### src/rtl/dram_rd_pkg.sv
// Shared parameters and FSM state type for the DRAM stream reader.
// Latency: n/a (declarations only).
// Backpressure: n/a.
package dram_rd_pkg;
   localparam int ADDR_W = 18;   // DRAM word-address width
   localparam int DATA_W = 9;    // pixel / DRAM word width
   localparam int DIM_W  = 10;   // width/height field width (1..512)

   typedef enum logic [1:0] {
      IDLE  = 2'd0,
      RUN   = 2'd1,
      DRAIN = 2'd2
   } state_t;
endpackage

### src/rtl/dram_stream_reader_if.sv
// DRAM read bus plus the outgoing valid/ready pixel stream.
// Latency: n/a (wiring only).
// Backpressure: m_ready from the slave side stalls the master.
// Optional m_eol member present only when DRAM_RD_EOL_EN is defined.
interface dram_stream_reader_if;
   import dram_rd_pkg::*;

   logic [ADDR_W-1:0] mem_addr;
   logic [DATA_W-1:0] mem_din;
   logic              m_valid;
   logic              m_ready;
   logic [DATA_W-1:0] m_data;
`ifdef DRAM_RD_EOL_EN
   logic              m_eol;
`endif

   modport master (
      output mem_addr,
      input  mem_din,
      output m_valid,
      input  m_ready,
`ifdef DRAM_RD_EOL_EN
      output m_eol,
`endif
      output m_data
   );

   modport slave (
      input  mem_addr,
      output mem_din,
      input  m_valid,
      output m_ready,
`ifdef DRAM_RD_EOL_EN
      input  m_eol,
`endif
      input  m_data
   );
endinterface

### src/rtl/dram_rd_addr_gen.sv
// Raster address generator: col/row counters and row_base accumulator.
// Latency: address is combinational from state; advances on the cycle after i_advance.
// Backpressure: holds the current address whenever i_advance is low.
module dram_rd_addr_gen
   import dram_rd_pkg::*;
(
   input  logic              clk,
   input  logic              rst_n,
   input  logic              i_load,
   input  logic [ADDR_W-1:0] i_base,
   input  logic [ADDR_W-1:0] i_stride,
   input  logic [DIM_W-1:0]  i_width,
   input  logic [DIM_W-1:0]  i_height,
   input  logic              i_advance,
   output logic [ADDR_W-1:0] o_addr,
   output logic              o_last_col,
   output logic              o_last_frame
);
   logic [ADDR_W-1:0] r_row_base;
   logic [ADDR_W-1:0] r_stride;
   logic [DIM_W-1:0]  r_col;
   logic [DIM_W-1:0]  r_row;
   logic [DIM_W-1:0]  r_width_m1;
   logic [DIM_W-1:0]  r_height_m1;

   // Address wraps modulo 2^ADDR_W by plain truncation of the sum.
   assign o_addr       = r_row_base + ADDR_W'(r_col);
   assign o_last_col   = (r_col == r_width_m1);
   assign o_last_frame = o_last_col && (r_row == r_height_m1);

   // Load the region on start, then step one pixel per advance in raster order.
   always_ff @(posedge clk or negedge rst_n) begin
      if (!rst_n) begin
         r_row_base  <= '0;
         r_stride    <= '0;
         r_col       <= '0;
         r_row       <= '0;
         r_width_m1  <= '0;
         r_height_m1 <= '0;
      end else if (i_load) begin
         r_row_base  <= i_base;
         r_stride    <= i_stride;
         r_col       <= '0;
         r_row       <= '0;
         r_width_m1  <= i_width - DIM_W'(1);
         r_height_m1 <= i_height - DIM_W'(1);
      end else if (i_advance) begin
         if (o_last_col) begin
            r_col      <= '0;
            r_row_base <= r_row_base + r_stride;
            r_row      <= r_row + DIM_W'(1);
         end else begin
            r_col      <= r_col + DIM_W'(1);
         end
      end
   end
endmodule

### src/rtl/dram_stream_reader.sv
// Fetches a rectangular DRAM region and streams it out in raster order.
// Latency: first beat valid two cycles after start; one pixel/cycle when unstalled.
// Backpressure: m_ready low freezes the output beat and the DRAM address.
// Optional feature macro: DRAM_RD_EOL_EN adds the m_eol row-end flag.
module dram_stream_reader
   import dram_rd_pkg::*;
(
   input  logic                 clk,
   input  logic                 rst_n,
   input  logic                 start,
   input  logic [ADDR_W-1:0]    base_addr,
   input  logic [DIM_W-1:0]     width,
   input  logic [DIM_W-1:0]     height,
   input  logic [ADDR_W-1:0]    stride,
   output logic                 busy,
   output logic                 done,
   dram_stream_reader_if.master bus
);
   state_t            r_state;
   state_t            w_state_nxt;
   logic              w_load;
   logic              w_capture;
   logic              w_done_set;
   logic              w_zero;
   logic              w_last_frame;
   logic [ADDR_W-1:0] w_addr;
   logic              r_valid;
   logic [DATA_W-1:0] r_data;
   logic              r_done;
`ifdef DRAM_RD_EOL_EN
   logic              w_last_col;
   logic              r_eol;
`endif

   assign w_zero = (width == '0) || (height == '0);

   dram_rd_addr_gen u_addr_gen (
      .clk          (clk),
      .rst_n        (rst_n),
      .i_load       (w_load),
      .i_base       (base_addr),
      .i_stride     (stride),
      .i_width      (width),
      .i_height     (height),
      .i_advance    (w_capture),
      .o_addr       (w_addr),
`ifdef DRAM_RD_EOL_EN
      .o_last_col   (w_last_col),
`else
      .o_last_col   (),
`endif
      .o_last_frame (w_last_frame)
   );

   // State register.
   always_ff @(posedge clk or negedge rst_n) begin
      if (!rst_n) r_state <= IDLE;
      else        r_state <= w_state_nxt;
   end

   // Next state and per-cycle controls; an empty region completes without leaving IDLE.
   always_comb begin
      w_state_nxt = r_state;
      w_load      = 1'b0;
      w_capture   = 1'b0;
      w_done_set  = 1'b0;
      case (r_state)
         IDLE: begin
            if (start) begin
               w_load = 1'b1;
               if (w_zero) w_done_set  = 1'b1;
               else        w_state_nxt = RUN;
            end
         end
         RUN: begin
            w_capture = !r_valid || bus.m_ready;
            if (w_capture && w_last_frame) w_state_nxt = DRAIN;
         end
         DRAIN: begin
            if (r_valid && bus.m_ready) begin
               w_done_set  = 1'b1;
               w_state_nxt = IDLE;
            end
         end
         default: w_state_nxt = IDLE;
      endcase
   end

   // Output register: capture DRAM data when the slot is free, else hold the beat.
   always_ff @(posedge clk or negedge rst_n) begin
      if (!rst_n) begin
         r_valid <= 1'b0;
         r_data  <= '0;
`ifdef DRAM_RD_EOL_EN
         r_eol   <= 1'b0;
`endif
      end else if (w_capture) begin
         r_valid <= 1'b1;
         r_data  <= bus.mem_din;
`ifdef DRAM_RD_EOL_EN
         r_eol   <= w_last_col;
`endif
      end else if (r_valid && bus.m_ready) begin
         r_valid <= 1'b0;
      end
   end

   // Single-cycle completion pulse.
   always_ff @(posedge clk or negedge rst_n) begin
      if (!rst_n) r_done <= 1'b0;
      else        r_done <= w_done_set;
   end

   assign busy         = (r_state != IDLE);
   assign done         = r_done;
   assign bus.mem_addr = w_addr;
   assign bus.m_valid  = r_valid;
   assign bus.m_data   = r_data;
`ifdef DRAM_RD_EOL_EN
   assign bus.m_eol    = r_eol;
`endif
endmodule

### src/flat_wrapper.sv
// flat-port wrapper written by rule: the top's interface ports become plain ports
module dram_stream_reader_flat import dram_rd_pkg::*;
  (clk, rst_n, start, base_addr, width, height, stride, busy, done, bus_mem_addr, bus_mem_din, bus_m_valid, bus_m_ready, bus_m_data);
  dram_stream_reader_if bus_i ();
  input  logic clk;
  input  logic rst_n;
  input  logic start;
  input  logic [ADDR_W-1:0] base_addr;
  input  logic [DIM_W-1:0] width;
  input  logic [DIM_W-1:0] height;
  input  logic [ADDR_W-1:0] stride;
  output logic busy;
  output logic done;
  output wire logic [$bits(bus_i.mem_addr)-1:0] bus_mem_addr;
  input wire logic [$bits(bus_i.mem_din)-1:0] bus_mem_din;
  output wire logic [$bits(bus_i.m_valid)-1:0] bus_m_valid;
  input wire logic [$bits(bus_i.m_ready)-1:0] bus_m_ready;
  output wire logic [$bits(bus_i.m_data)-1:0] bus_m_data;
  assign bus_mem_addr = bus_i.mem_addr;
  assign bus_i.mem_din = bus_mem_din;
  assign bus_m_valid = bus_i.m_valid;
  assign bus_i.m_ready = bus_m_ready;
  assign bus_m_data = bus_i.m_data;
  dram_stream_reader u_core (.clk(clk), .rst_n(rst_n), .start(start), .base_addr(base_addr), .width(width), .height(height), .stride(stride), .busy(busy), .done(done), .bus(bus_i));
endmodule
### config.mk
export PLATFORM = sky130hd
export DESIGN_NAME = dram_stream_reader_flat
export DESIGN_NICKNAME = d
export VERILOG_FILES = /design/src/rtl/dram_rd_pkg.sv /design/src/rtl/dram_stream_reader_if.sv /design/src/rtl/dram_rd_addr_gen.sv /design/src/rtl/dram_stream_reader.sv /design/src/flat_wrapper.sv
export SDC_FILE = /design/constraint.sdc
export NUM_CORES = 1
export LEC_CHECK = 0
export CELL_PAD_IN_SITES_DETAIL_PLACEMENT = 1
export CELL_PAD_IN_SITES_GLOBAL_PLACEMENT = 1
export CORE_AREA = 2 2 120 122
export CTS_BUF_LIST = sky130_fd_sc_hd__clkbuf_4 sky130_fd_sc_hd__clkbuf_8
export DETAILED_ROUTE_END_ITERATION = 6
export DIE_AREA = 0 0 122 124
export HOLD_SLACK_MARGIN = 0.15
export PLACE_DENSITY_LB_ADDON = 0.1
export RECOVER_POWER = 25
export SYNTH_ARGS = -nofsm -noshare
export SYNTH_HDL_FRONTEND = slang
export SYNTH_SLANG_ARGS = --single-unit
### constraint.sdc
create_clock -name clk -period 2.8 [get_ports clk]
set_input_delay 0.42 -clock clk [delete_from_list [all_inputs] [get_ports clk]]
set_output_delay 0.42 -clock clk [all_outputs]
set_load 0.005 [all_outputs]
[Word-level counts from Yosys, hierarchy flattened]
Cells that the tools add are included.
Cells by class
  multiplexer cells: 23
  $add $sub $neg: 6
  reduce and logical (&&, ||, !) cells: 15
  eq/ne operators: 8
Operator list (number)
  2-to-1 mux 10 bit: 6
  2-to-1 mux 18 bit: 3
  adder 10 x 1 -> 10 bit (second input constant): 2
  == test 10 bit: 2
  logical NOT 10 bit: 2
  subtractor 10 x 1 -> 10 bit (second input constant): 2
  adder 18 x 10 -> 18 bit: 1
  adder 18 bit: 1
  2-to-1 mux 1 bit: 8
  2-to-1 mux 2 bit: 4
  nonzero test 2 bit: 4
  case mux 2 bit (3 select lines): 1
  != test 2 x 1 -> 1 bit (second input constant): 2
  != test 2 bit (second input constant): 2
  AND reduction 4 bit: 1
  logical AND 1 bit: 3
  == test 2 x 1 -> 1 bit (second input constant): 1
  == test 2 bit (second input constant): 1
  logical NOT 2 bit: 1
  logical OR 1 bit: 2
  case mux 1 bit (2 select lines): 1
  AND reduction 2 bit: 1
  logical NOT 1 bit: 1
Word-level totals
  logic and storage cells: 62
  register bits after elaboration: 89
  output and inout bits: 30
  input port bits: 69

[Depth between registers and ports, before layout]
  depth after elaboration: 5
  mapped depth: 9
  gate-level depth less buffers: 9

[Hierarchy]
A second synthesis with hierarchy kept.
Unflattened totals
  cells, all modules: 600
  area total of the unflattened synthesis: 5641.7 sq um
By module, submodules not included
  dram_rd_addr_gen: sequential area each 1901.8 sq um, instances 1, cells an instance 555, area an instance 5058.6 sq um
  dram_stream_reader: sequential area each 325.3 sq um, instances 1, cells an instance 45, area an instance 583.1 sq um

[Least setup slack after synthesis]
OpenSTA, ideal clock, no wires.
  kind: register to output
  start point: register u_core.u_addr_gen.r_col[0]
  end point: output bus_mem_addr[14]
  stages on the path, launching flop included: 10
  data required time: 2380 ps
  setup slack: 289 ps
  arrival time: 2091 ps
  buffers on the path: 0
  cells stage by stage: dfrtp_1 ha_1 fa_1 a21o_1 a21oi_1 nor2b_1 o221ai_1 a211o_1 nor2_1 xnor2_1
Between the ends
  cells in the longest elaborated chain, start to end: 1
RTL lines
  from (decl): RTL line dram_rd_addr_gen.sv:21  | logic [DIM_W-1:0] r_col;
  from (signal assigned): RTL line dram_rd_addr_gen.sv:53  | r_col <= r_col + DIM_W'(1);
  adder 18 x 10 -> 18 bit: RTL line dram_rd_addr_gen.sv:27  | assign o_addr = r_row_base + ADDR_W'(r_col);
  to (decl): RTL line flat_wrapper.sv:14  | output wire logic [$bits(bus_i.mem_addr)-1:0] bus_mem_addr;
No other way between the ends.

[Final worst setup path]
  start point: register u_core.u_addr_gen.r_row_base[1]
  end point: output bus_mem_addr[12]
Between the ends
  cells in the longest elaborated chain, start to end: 1
RTL lines
  from (decl): RTL line dram_rd_addr_gen.sv:19  | logic [ADDR_W-1:0] r_row_base;
  from (signal assigned): RTL line dram_rd_addr_gen.sv:41  | r_row_base <= i_base;
  from (signal assigned): RTL line dram_rd_addr_gen.sv:50  | r_row_base <= r_row_base + r_stride;
  adder 18 x 10 -> 18 bit: RTL line dram_rd_addr_gen.sv:27
No other way between the ends.

==> summary.txt <==
Outcome
  • Status: finished with violations
  • Failing checks: setup timing

Floorplanning
  • Starting Density: 40.6%
  • Die X: 122 µm
  • Die height: 124 µm
  • Num ports: 99
  • Std-Cell Core Area: 0.0137 mm²
  • Die area: 0.0151 mm²
  • Core Rows: 43

Power
  • Switching Share: 40.3%
  • Internal power: 4.77 mW
  • P_sw: 3.23 mW
  • Gate power share: 57.8%
  • Power Density: 1070 mW/mm²
  • Sequential power share: 26.9%
  • Lkg Pwr: 3.32 nW
  • Max IR drop VDD: 0.333 mV
  • Clock Power Share: 15.2%

Worst setup path
  • Critical path class: flip-flop to output pin
  • Reg-to-reg slack, setup: 0.17 ns
  • CP Capture Type: output pin
  • Critical Path Start: u_core.u_addr_gen.r_row_base[1]
  • Critical Path Start Type: flip-flop
  • Worst Reg-to-Reg Cells: 12
  • Most frequent CP cell: buf_6
  • Crit-path slowest cell: dfrtp_2
  • End of the critical path: bus_mem_addr[12]
  • Critical path fanouts, max: 3
  • CP Cell Sequence: buf_6, fa_2, a21o_1, a21oi_2, nor2b_2, o221ai_2, a211o_1, buf_6, nor2_2, xor2_1, buf_2
  • R2r endpoint: u_core.u_addr_gen.r_row_base[12]
  • CP max stage delay: 0.46 ns
  • WP data required: 2.38 ns
  • Critical path arrival: 2.66 ns
  • Worst r2r src: u_core.u_addr_gen.r_row_base[0]

Cells and area
  • Ant. Diodes: 0
  • Area occupied by multi-input gates: 0.00335 mm²
  • Finished Cell Area: 0.00748 mm²
  • FF+latch area: 0.00223 mm²
  • Area grow syn2layout: 34.4%
  • Nets@finish: 870
  • Final cell count without fillers: 951
  • Layout fillers: 1,621
  • Share of post-route cells with drive strength above 1: 17.3%

Run
  • Max_cap viols: 0

Drt
  • Final WL: 16,100 µm
  • Drt drc: 0
  • Number of iterations in the first detailed-routing pass: 4
  • Detail Route Antenna Nets: 0
  • Iteration-0 DRC Markers: 187
  • Vias/cell: 5.26
  • DR vias: 5,003
  • Routed length per placed instance: 17.0 µm

Global routing
  • All-Layer GR Usage: 22.1%
  • Initial antenna violation count: 0
  • Vias in the first global route: 5,276
  • Grt total ovfl: 0
  • First-pass GRT wire length: 25,900 µm
  • Pin count of the biggest net entering global routing: 47

Synthesis
  • Average size of a mapped cell: 8.91 µm²
  • Sequential share of the synthesized area: 40.0%
  • Synth warnings: 0
  • Synth area leaders: dfrtp_1 40%, nand2_1 8.0%, xnor2_1 7.6%
  • Gate Count Post-Synth: 625
  • Yosys cell types: 55
  • Synthesis-stage register bit count: 89
  • Synth Flop Type: dfrtp_1
  • FFs w/ async S/R, synth: 100%
  • Syn Nets: 729
  • Number of synthesized flops with an enable pin: 0
  • Cell area after synthesis: 0.00557 mm²
  • Top-area cell type share of the netlist area: 40.0%
  • Synth area leader: dfrtp_1

Clock network
  • Maximum clock insertion buffer count: 2
  • CTS tree: built
  • Worst skew pair latency: 0.39 ns
  • Reg clk slew, reported paths: 0.09 ns
  • CTS root buffer: clkbuf_8
  • H-tree levels: 3
  • Clock tree sinks: 89
  • CTS Buf Count: 9

STA
  • Slack of the critical path: -0.280 ns
  • Final Hold Vio Count: 0
  • RSZ-0062 raised after global routing: true
  • Clock Skews: 0.0114 ns
  • Highest Clock Rate: 325 MHz
  • Final setup fails: 10
  • Crit share post-route: 110%
  • Worst slew pin tran: 1.20 ns
  • Max_slew headroom: 19.9%
  • Slew Viols, Final: 0
  • Fin crit period: 3.08 ns

Placed design
  • HPWL Detailed: 12,100 µm
  • Input/output buffers: 98
  • Setup WS pre-CTS: -0.407 ns
  • GPL Wtd Cong: 0.801
  • DP Area: 0.00700 mm²
  • Placed Instances: 918

Hold path
  • Worst min path class: flip-flop to flip-flop
## cell type report
type | instances | share of cell area [%]
multi-input cells | 500 | 44.8
flip-flops and latches | 89 | 29.8
repair buffers | 154 | 18.1
well taps | 180 | 3.01
clock buffers | 10 | 1.84
clock inverters | 6 | 1.84
inverters | 12 | 0.602
## flip-flops by register name (all words and copies together) (netlist names)
register                       count
u_core.bus.m_valid                 1
u_core.u_addr_gen.r_stride        18
u_core.r_state                     2
u_core.bus.m_data                  9
u_core.u_addr_gen.r_col           10
u_core.u_addr_gen.r_width_m1      10
u_core.u_addr_gen.r_row_base      18
u_core.done                        1
u_core.u_addr_gen.r_row           10
u_core.u_addr_gen.r_height_m1     10
## power groups by stage
stage	registers [mW]	clock network [mW]	logic [mW]
6_report	2.15	1.22	4.63
5_1_grt	2.23	1.29	5.08
4_1_cts	2.13	1.25	4.41
3_5_place_dp	2.15	0	4.30
3_3_place_gp	2.13	0	4.09
2_1_floorplan	2.09	0	2.54
## cell usage after synthesis (7+ instances only)
library cell  number
mux2_2             9
xnor2_1           48
nor3_1            11
inv_1             12
nor2_1            47
nand4_1           16
ha_1              33
xor2_1            27
nand3_1           20
mux2i_1            7
a21o_1            13
and3_1            10
clkbuf_1          19
a21oi_1           35
o21ai_0           41
nand2_1          118
dfrtp_1           89
## stage by stage
stage	setup TNS, ns	utilization (%)	total power [mW]	hold slack, ns
after global routing	-2.65	54.5	8.60	0.534
after global placement	-1.95	51.0	6.22	0.470
after CTS	-1.26	53.8	7.79	0.499
after detailed placement	-3.04	51.0	6.45	0.477
final	-1.59	54.5	8.00	0.501
after floorplan	0	-	4.63	0.124
## worst min path at each step
| stage | depth (start not counted) | startpoint | endpoint | slack (ns) |
|---|---|---|---|---|
| finish | 2 | u_core.u_addr_gen.r_stride[10] | u_core.u_addr_gen.r_stride[10] | 0.50 |
| CTS | 2 | u_core.u_addr_gen.r_stride[0] | u_core.u_addr_gen.r_stride[0] | 0.50 |
| global placement | 2 | u_core.u_addr_gen.r_stride[10] | u_core.u_addr_gen.r_stride[10] | 0.47 |
| global route | 2 | u_core.u_addr_gen.r_stride[8] | u_core.u_addr_gen.r_stride[8] | 0.53 |
| detailed placement | 1 | rst_n | u_core.u_addr_gen.r_stride[2] | 0.48 |
| floorplan | 0 | rst_n | u_core.bus.m_data[0] | 0.12 |
## metal layers
metal | track usage [%] | vias up | routed length, µm
met5 | 0 | - | 0
met2 | 39.0 | 71 | 8220
met4 | 9.77 | 0 | 367
met3 | 2.70 | 19 | 400
met1 | 27.3 | 2463 | 7140
li1 | - | 2450 | -
## kinds of logic after synthesis
| kind of cell | Yosys count | share of synthesized area, % |
|---|---|---|
| AND/OR/NAND/NOR | 254 | 21.3 |
| AO/OA/AOI/OAI | 120 | 13.1 |
| flip-flops | 89 | 40.0 |
| XOR/XNOR | 75 | 11.8 |
| buffers and inverters | 36 | 2.58 |
| adder cells (fa/ha/maj) | 35 | 8.14 |
| multiplexers | 16 | 3.08 |
## worst max-delay path, delay by kind of cell (launching register included)
kind	cells	cell delay [ns]
DFF	1	0.46
and+or+nand+nor	2	0.12
adders and majority gates	1	0.37
xor gates and xnor gates	1	0.13
AOI/OAI and AO/OA	4	0.80
buffers and inverters	3	0.39
## cells in the final DEF, fill, tap and decap left out, types with 16 or more instances in the layout
master / Yosys / layout
o21ai_0: 41 / 39
clkdlybuf4s50_1: 0 / 81
nand4_1: 16 / 16
ha_1: 33 / 29
dfrtp_1: 89 / 87
nand2_1: 118 / 116
nor2_1: 47 / 43
buf_4: 0 / 49
nand3_1: 20 / 20
a21oi_1: 35 / 30
xnor2_1: 48 / 47
xor2_1: 27 / 24
## repair_timing
| action | 4_1_cts | 5_1_grt |
|---|---|---|
| hold endpoints to repair | 45 | 0 |
| endpoints found under the setup margin | 15 | 17 |
| pin swaps | 18 | 22 |
| hold buffers | 1 | 0 |
| gates resized for setup | 70 | 20 |
| setup buffers | 11 | 6 |
(Power assumes the default switching activity.)
==> variant: new RTL, config.mk and constraints unchanged <==
Change the package constant `DIM_W` from 10 to 20.
--- a/src/rtl/dram_rd_pkg.sv
+++ b/src/rtl/dram_rd_pkg.sv
@@ -5,5 +5,5 @@
    localparam int ADDR_W = 18;   // DRAM word-address width
    localparam int DATA_W = 9;    // pixel / DRAM word width
-   localparam int DIM_W  = 10;   // width/height field width (1..512)
+   localparam int DIM_W  = 20;   // width/height field width (1..512)
 
    typedef enum logic [1:0] {
Ports: changed (resized height and width); port bits go from 99 to 119. The function was not compared with the original's and may differ.
==> variant against the original RTL <==
The flow now stops in detailed placement. Synthesized area grew 42%.
==> variant: results <==
metrics = {
    "place": {
        "gp_congestion": 0.924,
        "hpwl_mm": 26.1,
        "io_buffers": 118,
    },
    "logic_synthesis": {
        "syn_area_per_cell_um2": 8.94,
        "yosys_warnings": 0,
        "ys_top_cells_by_count": "153 x nand2_1, 129 x dfrtp_1, 85 x o21ai_0",
        "synthFlopType": "dfrtp_1",
        "synthArstFlopShare": 1.00,
        "synth.net_count": 1015,
        "synth-seq-area-share": 0.408,
        "ys_top_cells_by_area": "dfrtp_1 41%, xnor2_1 8.8%, nand2_1 7.3%",
        "yosys.cell_types.count": 54,
        "yosys_register_bits": 129,
    },
    "run_status": {
        "error_message": "[ERROR DPL-0033] detailed placement checks failed during check placement.",
        "failed_stage": "detailed placement",
        "status": "stopped before the end",
    },
}
## variant: cell types whose count changed after synthesis, moves of 7 or more
cell     before  now
mux2i_1       7   15
xnor2_1      48   79
or3_1         3   10
nand2_1     118  153
dfrtp_1      89  129
xor2_1       27   46
nor2_1       47   79
o21ai_0      41   85
nor3_1       11   20
## variant: cells by family after synthesis
logic type                 share of synthesized area
AOI/OAI and AO/OA                              0.123
and+or+nand+nor                                0.211
xor gates and xnor gates                       0.138
muxes                                         0.0332
adders and majority gates                     0.0668
buffers and inverters                         0.0201
DFF                                            0.408
## variant: stage by stage
stage	area (um^2)	worst slack, ns
after floorplan	7910	0.194
after global placement	9840	-0.326
